===== config.mk =====
export PLATFORM = sky130hd
export DESIGN_NAME = dm_arbiter_flat
export DESIGN_NICKNAME = d
export VERILOG_FILES = /design/src/rtl/dm_arb_pkg.sv /design/src/rtl/dm_arbiter_if.sv /design/src/rtl/dm_burst_counter.sv /design/src/rtl/dm_arbiter.sv /design/src/flat_wrapper.sv
export SDC_FILE = /design/constraint.sdc
export NUM_CORES = 1
export LEC_CHECK = 0
export ABC_CLOCK_PERIOD_IN_PS = 4400
export CORE_ASPECT_RATIO = 0.5
export CORE_MARGIN = 2
export CORE_UTILIZATION = 36
export CTS_BUF_LIST = sky130_fd_sc_hd__clkbuf_4
export CTS_CLUSTER_DIAMETER = 30
export DETAILED_ROUTE_END_ITERATION = 8
export GPL_ROUTABILITY_DRIVEN = 0
export PLACE_DENSITY = 0.86
export SETUP_SLACK_MARGIN = 0.05
export SYNTH_ARGS = -nofsm -noshare
export SYNTH_HDL_FRONTEND = slang
export SYNTH_SLANG_ARGS = --single-unit
export TNS_END_PERCENT = 20

===== constraint.sdc =====
create_clock -name clk -period 4.4 [get_ports clk]
set_input_delay 0.88 -clock clk [delete_from_list [all_inputs] [get_ports clk]]
set_output_delay 0.88 -clock clk [all_outputs]
set_load 0.1 [all_outputs]

===== src/rtl/dm_arb_pkg.sv =====
// Shared types and constants for the data-memory arbiter.
package dm_arb_pkg;

  typedef enum logic [0:0] {
    StIdle,
    StBurst
  } dm_arb_state_e;

  localparam int unsigned BurstMaxLen = 8;
  localparam int unsigned BeatCntW    = $clog2(BurstMaxLen);

endpackage


===== src/rtl/dm_arbiter_if.sv =====
// CPU, DMA and data-memory signal bundle; the arbiter takes the slave view.
interface dm_arbiter_if #(
  parameter int unsigned ADDR_W = 32
);
  import dm_arb_pkg::*;

  logic              cpu_req;
  logic              cpu_we;
  logic [ADDR_W-1:0] cpu_addr;
  logic [31:0]       cpu_wdata;
  logic [31:0]       cpu_rdata;
  logic              cpu_stall;

  logic                dma_req;
  logic                dma_we;
  logic [ADDR_W-1:0]   dma_addr;
  logic [BeatCntW-1:0] dma_len;
  logic [31:0]         dma_wdata;
  logic                dma_ack;
  logic [31:0]         dma_rdata;
  logic                dma_done;

  logic [ADDR_W-1:0] dm_addr;
  logic [31:0]       dm_wdata;
  logic              dm_we;
  logic [31:0]       dm_rdata;

  modport slave (
    input  cpu_req, cpu_we, cpu_addr, cpu_wdata,
    output cpu_rdata, cpu_stall,
    input  dma_req, dma_we, dma_addr, dma_len, dma_wdata,
    output dma_ack, dma_rdata, dma_done,
    output dm_addr, dm_wdata, dm_we,
    input  dm_rdata
  );

  modport master (
    output cpu_req, cpu_we, cpu_addr, cpu_wdata,
    input  cpu_rdata, cpu_stall,
    output dma_req, dma_we, dma_addr, dma_len, dma_wdata,
    input  dma_ack, dma_rdata, dma_done,
    input  dm_addr, dm_wdata, dm_we,
    output dm_rdata
  );

endinterface


===== src/rtl/dm_burst_counter.sv =====
// DMA burst beat counter and word-aligned address generator.
module dm_burst_counter
  import dm_arb_pkg::*;
#(
  parameter int unsigned ADDR_W = 32
) (
  input  logic                clk_i,
  input  logic                rst_ni,
  input  logic                load_i,
  input  logic [ADDR_W-1:0]   base_i,
  input  logic [BeatCntW-1:0] len_i,
  input  logic                advance_i,
  output logic [ADDR_W-1:0]   addr_o,
  output logic                last_o
);

  logic [ADDR_W-1:0]   addr_q, addr_d;
  logic [BeatCntW-1:0] beat_q, beat_d;
  logic [BeatCntW-1:0] len_q, len_d;

  always_comb begin
    addr_d = addr_q;
    beat_d = beat_q;
    len_d  = len_q;
    if (load_i) begin
      addr_d = {base_i[ADDR_W-1:2], 2'b00};
      beat_d = '0;
      len_d  = len_i;
    end else if (advance_i) begin
      // Wraps naturally modulo 2^ADDR_W.
      addr_d = addr_q + ADDR_W'(4);
      beat_d = beat_q + 1'b1;
    end
  end

  always_ff @(posedge clk_i) begin
    if (!rst_ni) begin
      addr_q <= '0;
      beat_q <= '0;
      len_q  <= '0;
    end else begin
      addr_q <= addr_d;
      beat_q <= beat_d;
      len_q  <= len_d;
    end
  end

  assign addr_o = addr_q;
  assign last_o = (beat_q == len_q);

endmodule


===== src/rtl/dm_arbiter.sv =====
// CPU/DMA data-memory arbiter with DMA bursts and CPU starvation relief.
// Define DM_ARB_RR_EN for round-robin arbitration in IDLE instead of CPU priority.
module dm_arbiter
  import dm_arb_pkg::*;
#(
  parameter int unsigned STARVE_LIMIT = 4,
  parameter int unsigned ADDR_W       = 32
) (
  input  logic          clk,
  input  logic          reset,
  dm_arbiter_if.slave   bus
);

  localparam int unsigned StarveW = $clog2(STARVE_LIMIT + 1);

  dm_arb_state_e      state_q, state_d;
  logic [StarveW-1:0] starve_q, starve_d;
  logic               done_q, done_d;
  logic               we_q, we_d;
`ifdef DM_ARB_RR_EN
  logic               last_cpu_q, last_cpu_d;
`endif

  logic              cpu_grant, dma_grant, beat_en, cpu_slot, burst_last;
  logic [ADDR_W-1:0] burst_addr;

  dm_burst_counter #(
    .ADDR_W (ADDR_W)
  ) u_burst_counter (
    .clk_i     (clk),
    .rst_ni    (reset),
    .load_i    (dma_grant),
    .base_i    (bus.dma_addr),
    .len_i     (bus.dma_len),
    .advance_i (beat_en),
    .addr_o    (burst_addr),
    .last_o    (burst_last)
  );

  // Grant decode shared by next-state and output logic.
  always_comb begin
    cpu_slot  = (32'(starve_q) >= STARVE_LIMIT);
    cpu_grant = 1'b0;
    dma_grant = 1'b0;
    beat_en   = 1'b0;
    unique case (state_q)
      StIdle: begin
`ifdef DM_ARB_RR_EN
        if (bus.cpu_req && bus.dma_req) begin
          cpu_grant = ~last_cpu_q;
          dma_grant = last_cpu_q;
        end else begin
          cpu_grant = bus.cpu_req;
          dma_grant = bus.dma_req;
        end
`else
        cpu_grant = bus.cpu_req;
        dma_grant = bus.dma_req & ~bus.cpu_req;
`endif
      end
      StBurst: begin
        cpu_grant = bus.cpu_req & cpu_slot;
        beat_en   = ~cpu_grant;
      end
      default: ;
    endcase
  end

  always_comb begin
    state_d  = state_q;
    done_d   = 1'b0;
    we_d     = we_q;
    starve_d = '0;
    unique case (state_q)
      StIdle: begin
        if (dma_grant) begin
          state_d = StBurst;
          we_d    = bus.dma_we;
        end
      end
      StBurst: begin
        if (beat_en && burst_last) begin
          state_d = StIdle;
          done_d  = 1'b1;
        end
      end
      default: state_d = StIdle;
    endcase
    if (bus.cpu_req && !cpu_grant) begin
      starve_d = (state_q == StBurst) ? starve_q + 1'b1 : starve_q;
    end
  end

`ifdef DM_ARB_RR_EN
  always_comb begin
    last_cpu_d = last_cpu_q;
    if (cpu_grant) begin
      last_cpu_d = 1'b1;
    end else if (dma_grant) begin
      last_cpu_d = 1'b0;
    end
  end
`endif

  always_ff @(posedge clk) begin
    if (!reset) begin
      state_q    <= StIdle;
      starve_q   <= '0;
      done_q     <= 1'b0;
      we_q       <= 1'b0;
`ifdef DM_ARB_RR_EN
      last_cpu_q <= 1'b1;
`endif
    end else begin
      state_q    <= state_d;
      starve_q   <= starve_d;
      done_q     <= done_d;
      we_q       <= we_d;
`ifdef DM_ARB_RR_EN
      last_cpu_q <= last_cpu_d;
`endif
    end
  end

  // Everything is forced quiet while reset is held low.
  always_comb begin
    bus.cpu_rdata = '0;
    bus.cpu_stall = 1'b0;
    bus.dma_ack   = 1'b0;
    bus.dma_rdata = '0;
    bus.dma_done  = 1'b0;
    bus.dm_addr   = '0;
    bus.dm_wdata  = '0;
    bus.dm_we     = 1'b0;
    if (reset) begin
      bus.cpu_stall = bus.cpu_req & ~cpu_grant;
      bus.dma_done  = done_q;
      if (cpu_grant) begin
        bus.dm_addr   = bus.cpu_addr;
        bus.dm_wdata  = bus.cpu_wdata;
        bus.dm_we     = bus.cpu_we;
        bus.cpu_rdata = bus.dm_rdata;
      end else if (beat_en) begin
        bus.dm_addr   = burst_addr;
        bus.dm_wdata  = bus.dma_wdata;
        bus.dm_we     = we_q;
        bus.dma_rdata = bus.dm_rdata;
        bus.dma_ack   = 1'b1;
      end
    end
  end

endmodule

===== src/flat_wrapper.sv =====
// flat-port wrapper written by rule: the top's interface ports become plain ports
module dm_arbiter_flat import dm_arb_pkg::*;
#(
  parameter int unsigned STARVE_LIMIT = 4,
  parameter int unsigned ADDR_W       = 32
)
  (clk, reset, bus_cpu_req, bus_cpu_we, bus_cpu_addr, bus_cpu_wdata, bus_cpu_rdata, bus_cpu_stall, bus_dma_req, bus_dma_we, bus_dma_addr, bus_dma_len, bus_dma_wdata, bus_dma_ack, bus_dma_rdata, bus_dma_done, bus_dm_addr, bus_dm_wdata, bus_dm_we, bus_dm_rdata);
  dm_arbiter_if #(.ADDR_W(ADDR_W)) bus_i ();
  input  logic clk;
  input  logic reset;
  input wire logic [$bits(bus_i.cpu_req)-1:0] bus_cpu_req;
  input wire logic [$bits(bus_i.cpu_we)-1:0] bus_cpu_we;
  input wire logic [$bits(bus_i.cpu_addr)-1:0] bus_cpu_addr;
  input wire logic [$bits(bus_i.cpu_wdata)-1:0] bus_cpu_wdata;
  output wire logic [$bits(bus_i.cpu_rdata)-1:0] bus_cpu_rdata;
  output wire logic [$bits(bus_i.cpu_stall)-1:0] bus_cpu_stall;
  input wire logic [$bits(bus_i.dma_req)-1:0] bus_dma_req;
  input wire logic [$bits(bus_i.dma_we)-1:0] bus_dma_we;
  input wire logic [$bits(bus_i.dma_addr)-1:0] bus_dma_addr;
  input wire logic [$bits(bus_i.dma_len)-1:0] bus_dma_len;
  input wire logic [$bits(bus_i.dma_wdata)-1:0] bus_dma_wdata;
  output wire logic [$bits(bus_i.dma_ack)-1:0] bus_dma_ack;
  output wire logic [$bits(bus_i.dma_rdata)-1:0] bus_dma_rdata;
  output wire logic [$bits(bus_i.dma_done)-1:0] bus_dma_done;
  output wire logic [$bits(bus_i.dm_addr)-1:0] bus_dm_addr;
  output wire logic [$bits(bus_i.dm_wdata)-1:0] bus_dm_wdata;
  output wire logic [$bits(bus_i.dm_we)-1:0] bus_dm_we;
  input wire logic [$bits(bus_i.dm_rdata)-1:0] bus_dm_rdata;
  assign bus_i.cpu_req = bus_cpu_req;
  assign bus_i.cpu_we = bus_cpu_we;
  assign bus_i.cpu_addr = bus_cpu_addr;
  assign bus_i.cpu_wdata = bus_cpu_wdata;
  assign bus_cpu_rdata = bus_i.cpu_rdata;
  assign bus_cpu_stall = bus_i.cpu_stall;
  assign bus_i.dma_req = bus_dma_req;
  assign bus_i.dma_we = bus_dma_we;
  assign bus_i.dma_addr = bus_dma_addr;
  assign bus_i.dma_len = bus_dma_len;
  assign bus_i.dma_wdata = bus_dma_wdata;
  assign bus_dma_ack = bus_i.dma_ack;
  assign bus_dma_rdata = bus_i.dma_rdata;
  assign bus_dma_done = bus_i.dma_done;
  assign bus_dm_addr = bus_i.dm_addr;
  assign bus_dm_wdata = bus_i.dm_wdata;
  assign bus_dm_we = bus_i.dm_we;
  assign bus_i.dm_rdata = bus_dm_rdata;
  dm_arbiter #(.STARVE_LIMIT(STARVE_LIMIT), .ADDR_W(ADDR_W)) u_core (.clk(clk), .reset(reset), .bus(bus_i));
endmodule

==> out/qor.yml <==
status: "complete, no violations"
first_global_vias: 5227
clockBufferDepth: 2
io_buffers: 298
cts_resized: 0
final-seq-area_um2: 841
wl_per_cell_um: 23.9
timing_worst_slew_pin_value_ns: 0.958
cts_post_setup_buffers_inserted: 0
core_region_area_um2: 9630
report.final.slew_viol_count: 0
postSynth.asyncResetShare: 0
critPathKind: "in -> out"
finished_layout_cells: 874
timing.hold.ws_ns: 0.438
drt_first_iter_violations: 747
drv_cap: 0
most-common-layout-cells: "sky130_fd_sc_hd__clkdlybuf4s50_1, sky130_fd_sc_hd__buf_12, sky130_fd_sc_hd__a22o_1, sky130_fd_sc_hd__and2_1, sky130_fd_sc_hd__dfxtp_1"
crit_slowest_cell: "sky130_fd_sc_hd__clkdlybuf4s50_1"
design_power_total_mw: 1.72
critical_path.endpoint_type: "primary output"
fin_worst_skew_ns: 0.0173
cts_tree: "built"
synth_ff_type: "sky130_fd_sc_hd__dfxtp_1"
synth_sequential_area_ratio: 0.231
cts.sink_count: 42
max_freq_mhz: 278
synth.ff_latch_count: 42
timing.final.ws_setup_ns: 0.797
die-width_um: 146
timing.critical_path.arrival_ns: 2.72
crit_path_cell_trace: "clkdlybuf4s50_1, buf_4, nand2_1, a21oi_4, buf_12, a22o_1, buf_12"
max_stage_delay_ns: 0.51
layout_filler_cell_count: 502
std_cell_rows: 25
synth_cells: 467
cts_hold_buffers: 0
dp_cells: 864
critical_path_peak_fanout: 74
placement.setup.worst_slack_ns: 0.827
clk_transition_reported_paths_ns: 0.13
cts.htree.levels: 2
synthesized_cell_area_um2: 3630
dpl_cell_area_um2: 8030
cp-start-kind: "primary input"
postSynthAreaPerCell_um2: 7.78
timing.final.crit_share: 0.819
clk-insertion-delay-late_ns: 0.39
viasPerCell: 6.08
critPathRequiredTime_ns: 3.52
synthToLayoutAreaGrowth_pct: 123
maximum_number_of_pins_on_one_net_before_global_route_repair: 75
setup_violations: 0
tritoncts.num_buffers: 5
rrSetupSlack_ns: 1.68
final_util: 0.840
power_leakage_nw: 3.20
io_pins: 301
antenna_found_initial: 2
drc: 0
hpwl_um: 16500
initial_core_util: 0.377
final_area_um2: 8090
die_area_um2: 11000
first_pass_drt_iterations: 5
drt_wl_total_um: 20900
final-hold-violation-count: 0
powerDensity_nw_per_um2: 212
final_layout_size_suffix_gt1_frac: 0.233
wire_length_of_the_first_global_routing_pass_um: 30100
synth_fp_nets: 639
maxSlewHeadroom: 0.361
rsz0062_at_grt: "no"
worst_path_most_repeated_cell: "sky130_fd_sc_hd__buf_12"
synthesis_warnings: 0
setup-tns-final_ns: 0
num_vias: 5312
multiInputGateArea_um2: 2590
layout.nets: 908
grt_overflow: 0
ant_nets: 0
synth_cell_types: 65
clockRootBuffer: "sky130_fd_sc_hd__clkbuf_4"
most_frequent_standard_cell_in_the_layout_excluding_fill_and_tap_cells: "sky130_fd_sc_hd__clkdlybuf4s50_1"
synth_enable_flop_cells: 0
finalCriticalPeriod_ns: 3.60
worst_ir_drop_vdd_v: 0.000133
die_height_um: 75.0
hold_path_class: "reg -> reg"
grt_use_total: 0.355
-- state kept, by name, summed over array words and instances (netlist names) --
name	cells
u_core.u_burst_counter.beat_q	3
u_core.state_q	1
u_core.u_burst_counter.addr_o	30
u_core.we_q	1
u_core.done_q	1
u_core.u_burst_counter.len_q	3
u_core.starve_q	3
-- critical path: cells and delay by family --
kind                   cells  cell delay, ns
AO/OA/AOI/OAI              2            0.46
buffers and inverters      4            1.22
AND/OR/NAND/NOR            1            0.12
-- cells in the mapped netlist, types with 8 or more instances --
cell type | instances | area [µm²]
sky130_fd_sc_hd__a22o_1 | 62 | 543
sky130_fd_sc_hd__and2_1 | 42 | 263
sky130_fd_sc_hd__nand2_1 | 35 | 131
sky130_fd_sc_hd__nor2_1 | 16 | 60.1
sky130_fd_sc_hd__a21oi_1 | 18 | 90.1
sky130_fd_sc_hd__nor3_1 | 11 | 55.1
sky130_fd_sc_hd__a211oi_1 | 8 | 60.1
sky130_fd_sc_hd__buf_2 | 17 | 85.1
sky130_fd_sc_hd__and3_1 | 35 | 219
sky130_fd_sc_hd__nand3_1 | 16 | 80.1
sky130_fd_sc_hd__clkbuf_1 | 26 | 97.6
sky130_fd_sc_hd__nand4_1 | 9 | 56.3
sky130_fd_sc_hd__dfxtp_1 | 42 | 841
sky130_fd_sc_hd__o21ai_0 | 15 | 75.1
-- per-layer routing --
metal	part of all wire	GRT usage	vias up
met4	0.047	0.149	0
met1	0.37	0.419	2518
met2	0.50	0.636	360
met5	0	0	-
met3	0.087	0.0921	99
li1	-	-	2335
-- cells by family after synthesis --
| kind of cell | after synthesis | share of synthesized area |
|---|---|---|
| compound gates | 154 | 0.332 |
| xor+xnor | 8 | 0.0193 |
| fa+ha+maj | 3 | 0.0103 |
| buf+inv | 51 | 0.0606 |
| flops | 42 | 0.231 |
| mux | 3 | 0.00861 |
| simple gates | 206 | 0.338 |
-- where the power goes --
part,switching (mW),internal (mW)
Sequential,0.0437,0.402
Clock,0.144,0.0664
Combinational,0.633,0.427
Total,0.820,0.895
-- area by class of cell --
type | count | share of cell area
well taps | 135 | 0.0209
repair buffers | 309 | 0.545
clock buffers | 6 | 0.00557
diodes | 2 | 0.000619
flip-flops and latches | 42 | 0.104
multi-input cells | 374 | 0.321
inverters | 4 | 0.00186
clock inverters | 2 | 0.00108
-- final timing paths --
check	start	endpoint	cells past startpoint
setup / recovery	reset	bus_dm_wdata[23]	7
hold / removal	u_core.starve_q[0]	u_core.starve_q[0]	1
setup reg to reg	u_core.state_q	u_core.u_burst_counter.addr_o[10]	6
hold reg to reg	u_core.starve_q[0]	u_core.starve_q[0]	1
No activity file was read; power rests on OpenSTA's default activity.
==> patch: new RTL, same flow settings <==
`ADDR_W` is set to 32 in 4 places; all go to 16.
--- a/src/rtl/dm_arbiter_if.sv
+++ b/src/rtl/dm_arbiter_if.sv
@@ -1,5 +1,5 @@
 // CPU, DMA and data-memory signal bundle; the arbiter takes the slave view.
 interface dm_arbiter_if #(
-  parameter int unsigned ADDR_W = 32
+  parameter int unsigned ADDR_W = 16
 );
   import dm_arb_pkg::*;
--- a/src/rtl/dm_burst_counter.sv
+++ b/src/rtl/dm_burst_counter.sv
@@ -3,5 +3,5 @@
   import dm_arb_pkg::*;
 #(
-  parameter int unsigned ADDR_W = 32
+  parameter int unsigned ADDR_W = 16
 ) (
   input  logic                clk_i,
--- a/src/rtl/dm_arbiter.sv
+++ b/src/rtl/dm_arbiter.sv
@@ -5,5 +5,5 @@
 #(
   parameter int unsigned STARVE_LIMIT = 4,
-  parameter int unsigned ADDR_W       = 32
+  parameter int unsigned ADDR_W       = 16
 ) (
   input  logic          clk,
--- a/src/flat_wrapper.sv
+++ b/src/flat_wrapper.sv
@@ -3,5 +3,5 @@
 #(
   parameter int unsigned STARVE_LIMIT = 4,
-  parameter int unsigned ADDR_W       = 32
+  parameter int unsigned ADDR_W       = 16
 )
   (clk, reset, bus_cpu_req, bus_cpu_we, bus_cpu_addr, bus_cpu_wdata, bus_cpu_rdata, bus_cpu_stall, bus_dma_req, bus_dma_we, bus_dma_addr, bus_dma_len, bus_dma_wdata, bus_dma_ack, bus_dma_rdata, bus_dma_done, bus_dm_addr, bus_dm_wdata, bus_dm_we, bus_dm_rdata);
Interface: changed (resized bus_cpu_addr, bus_dm_addr and bus_dma_addr); port bits go from 301 to 253. The function was not compared with the original's and may differ.
==> patch against the unedited design <==
- the flow now stops in detailed placement (3_5_place_dp)
- synthesized area down 37%
==> patch: results (changes against the unedited design) <==
| Metric | Value |
|---|---|
| Last stage reached | detailed placement (3_5_place_dp) |
| Share of the synthesized area in compound gates (AO/OA/AOI/OAI) | 32.6% (-0.64 points) |
| Result of the run | did not finish |
| Most frequent cells after synthesis | sky130_fd_sc_hd__a22o_1, sky130_fd_sc_hd__and2_1, sky130_fd_sc_hd__and3_1 |
| Fraction of the yosys area taken by sequential cells | 22.7% (-0.42 points) |
| Adder and majority gate portion of the synthesized area | 1.64% (+0.61 points) |
| Leading register cell type out of synthesis | sky130_fd_sc_hd__dfxtp_1 |
| Yosys cell types | 46 (-29%) |
| Proportion of synthesized flip-flops having asynchronous set or reset | 0% (unchanged) |
| HPWL reported at the end of detailed placement | 13.6 mm (-17%) |
| Flops & latches, synth | 26 (-38%) |
| Warnings, synthesis | 0 (unchanged) |
| Cells taking the most area after synthesis | sky130_fd_sc_hd__dfxtp_1, sky130_fd_sc_hd__a22o_1, sky130_fd_sc_hd__and2_1 |
| Synthesized Nets | 431 (-33%) |
| First error | [ERROR DPL-0033] detailed placement checks failed during check placement. |
| Number of buffer cells added on primary ports | 250 (-16%) |
| Fraction of synthesized area in multiplexers | 0% (-0.86 points) |
| Share of the synthesized netlist area taken by xor and xnor gates | 4.21% (+2.3 points) |
-- patch: cell count changes after synthesis, sizes merged, moves of 8 or more --
cell / unedited run / this run
a22o: 63 / 47
dfxtp: 42 / 26
nand2: 35 / 20
nand3: 17 / 5
nor2: 17 / 6
nor3: 12 / 2
buf: 21 / 12
clkbuf: 26 / 18
-- patch: logic make-up after synthesis --
logic type	after synthesis
and+or+nand+nor	123
AOI/OAI and AO/OA	93
buffers and inverters	35
DFF	26
xor gates and xnor gates	11
adders and majority gates	3
-- patch: per-stage QoR --
stage	setup slack, ns	std cells	instance area (sq um)
2_1_floorplan	0.275	291	2290
3_3_place_gp	0.851	605	5980
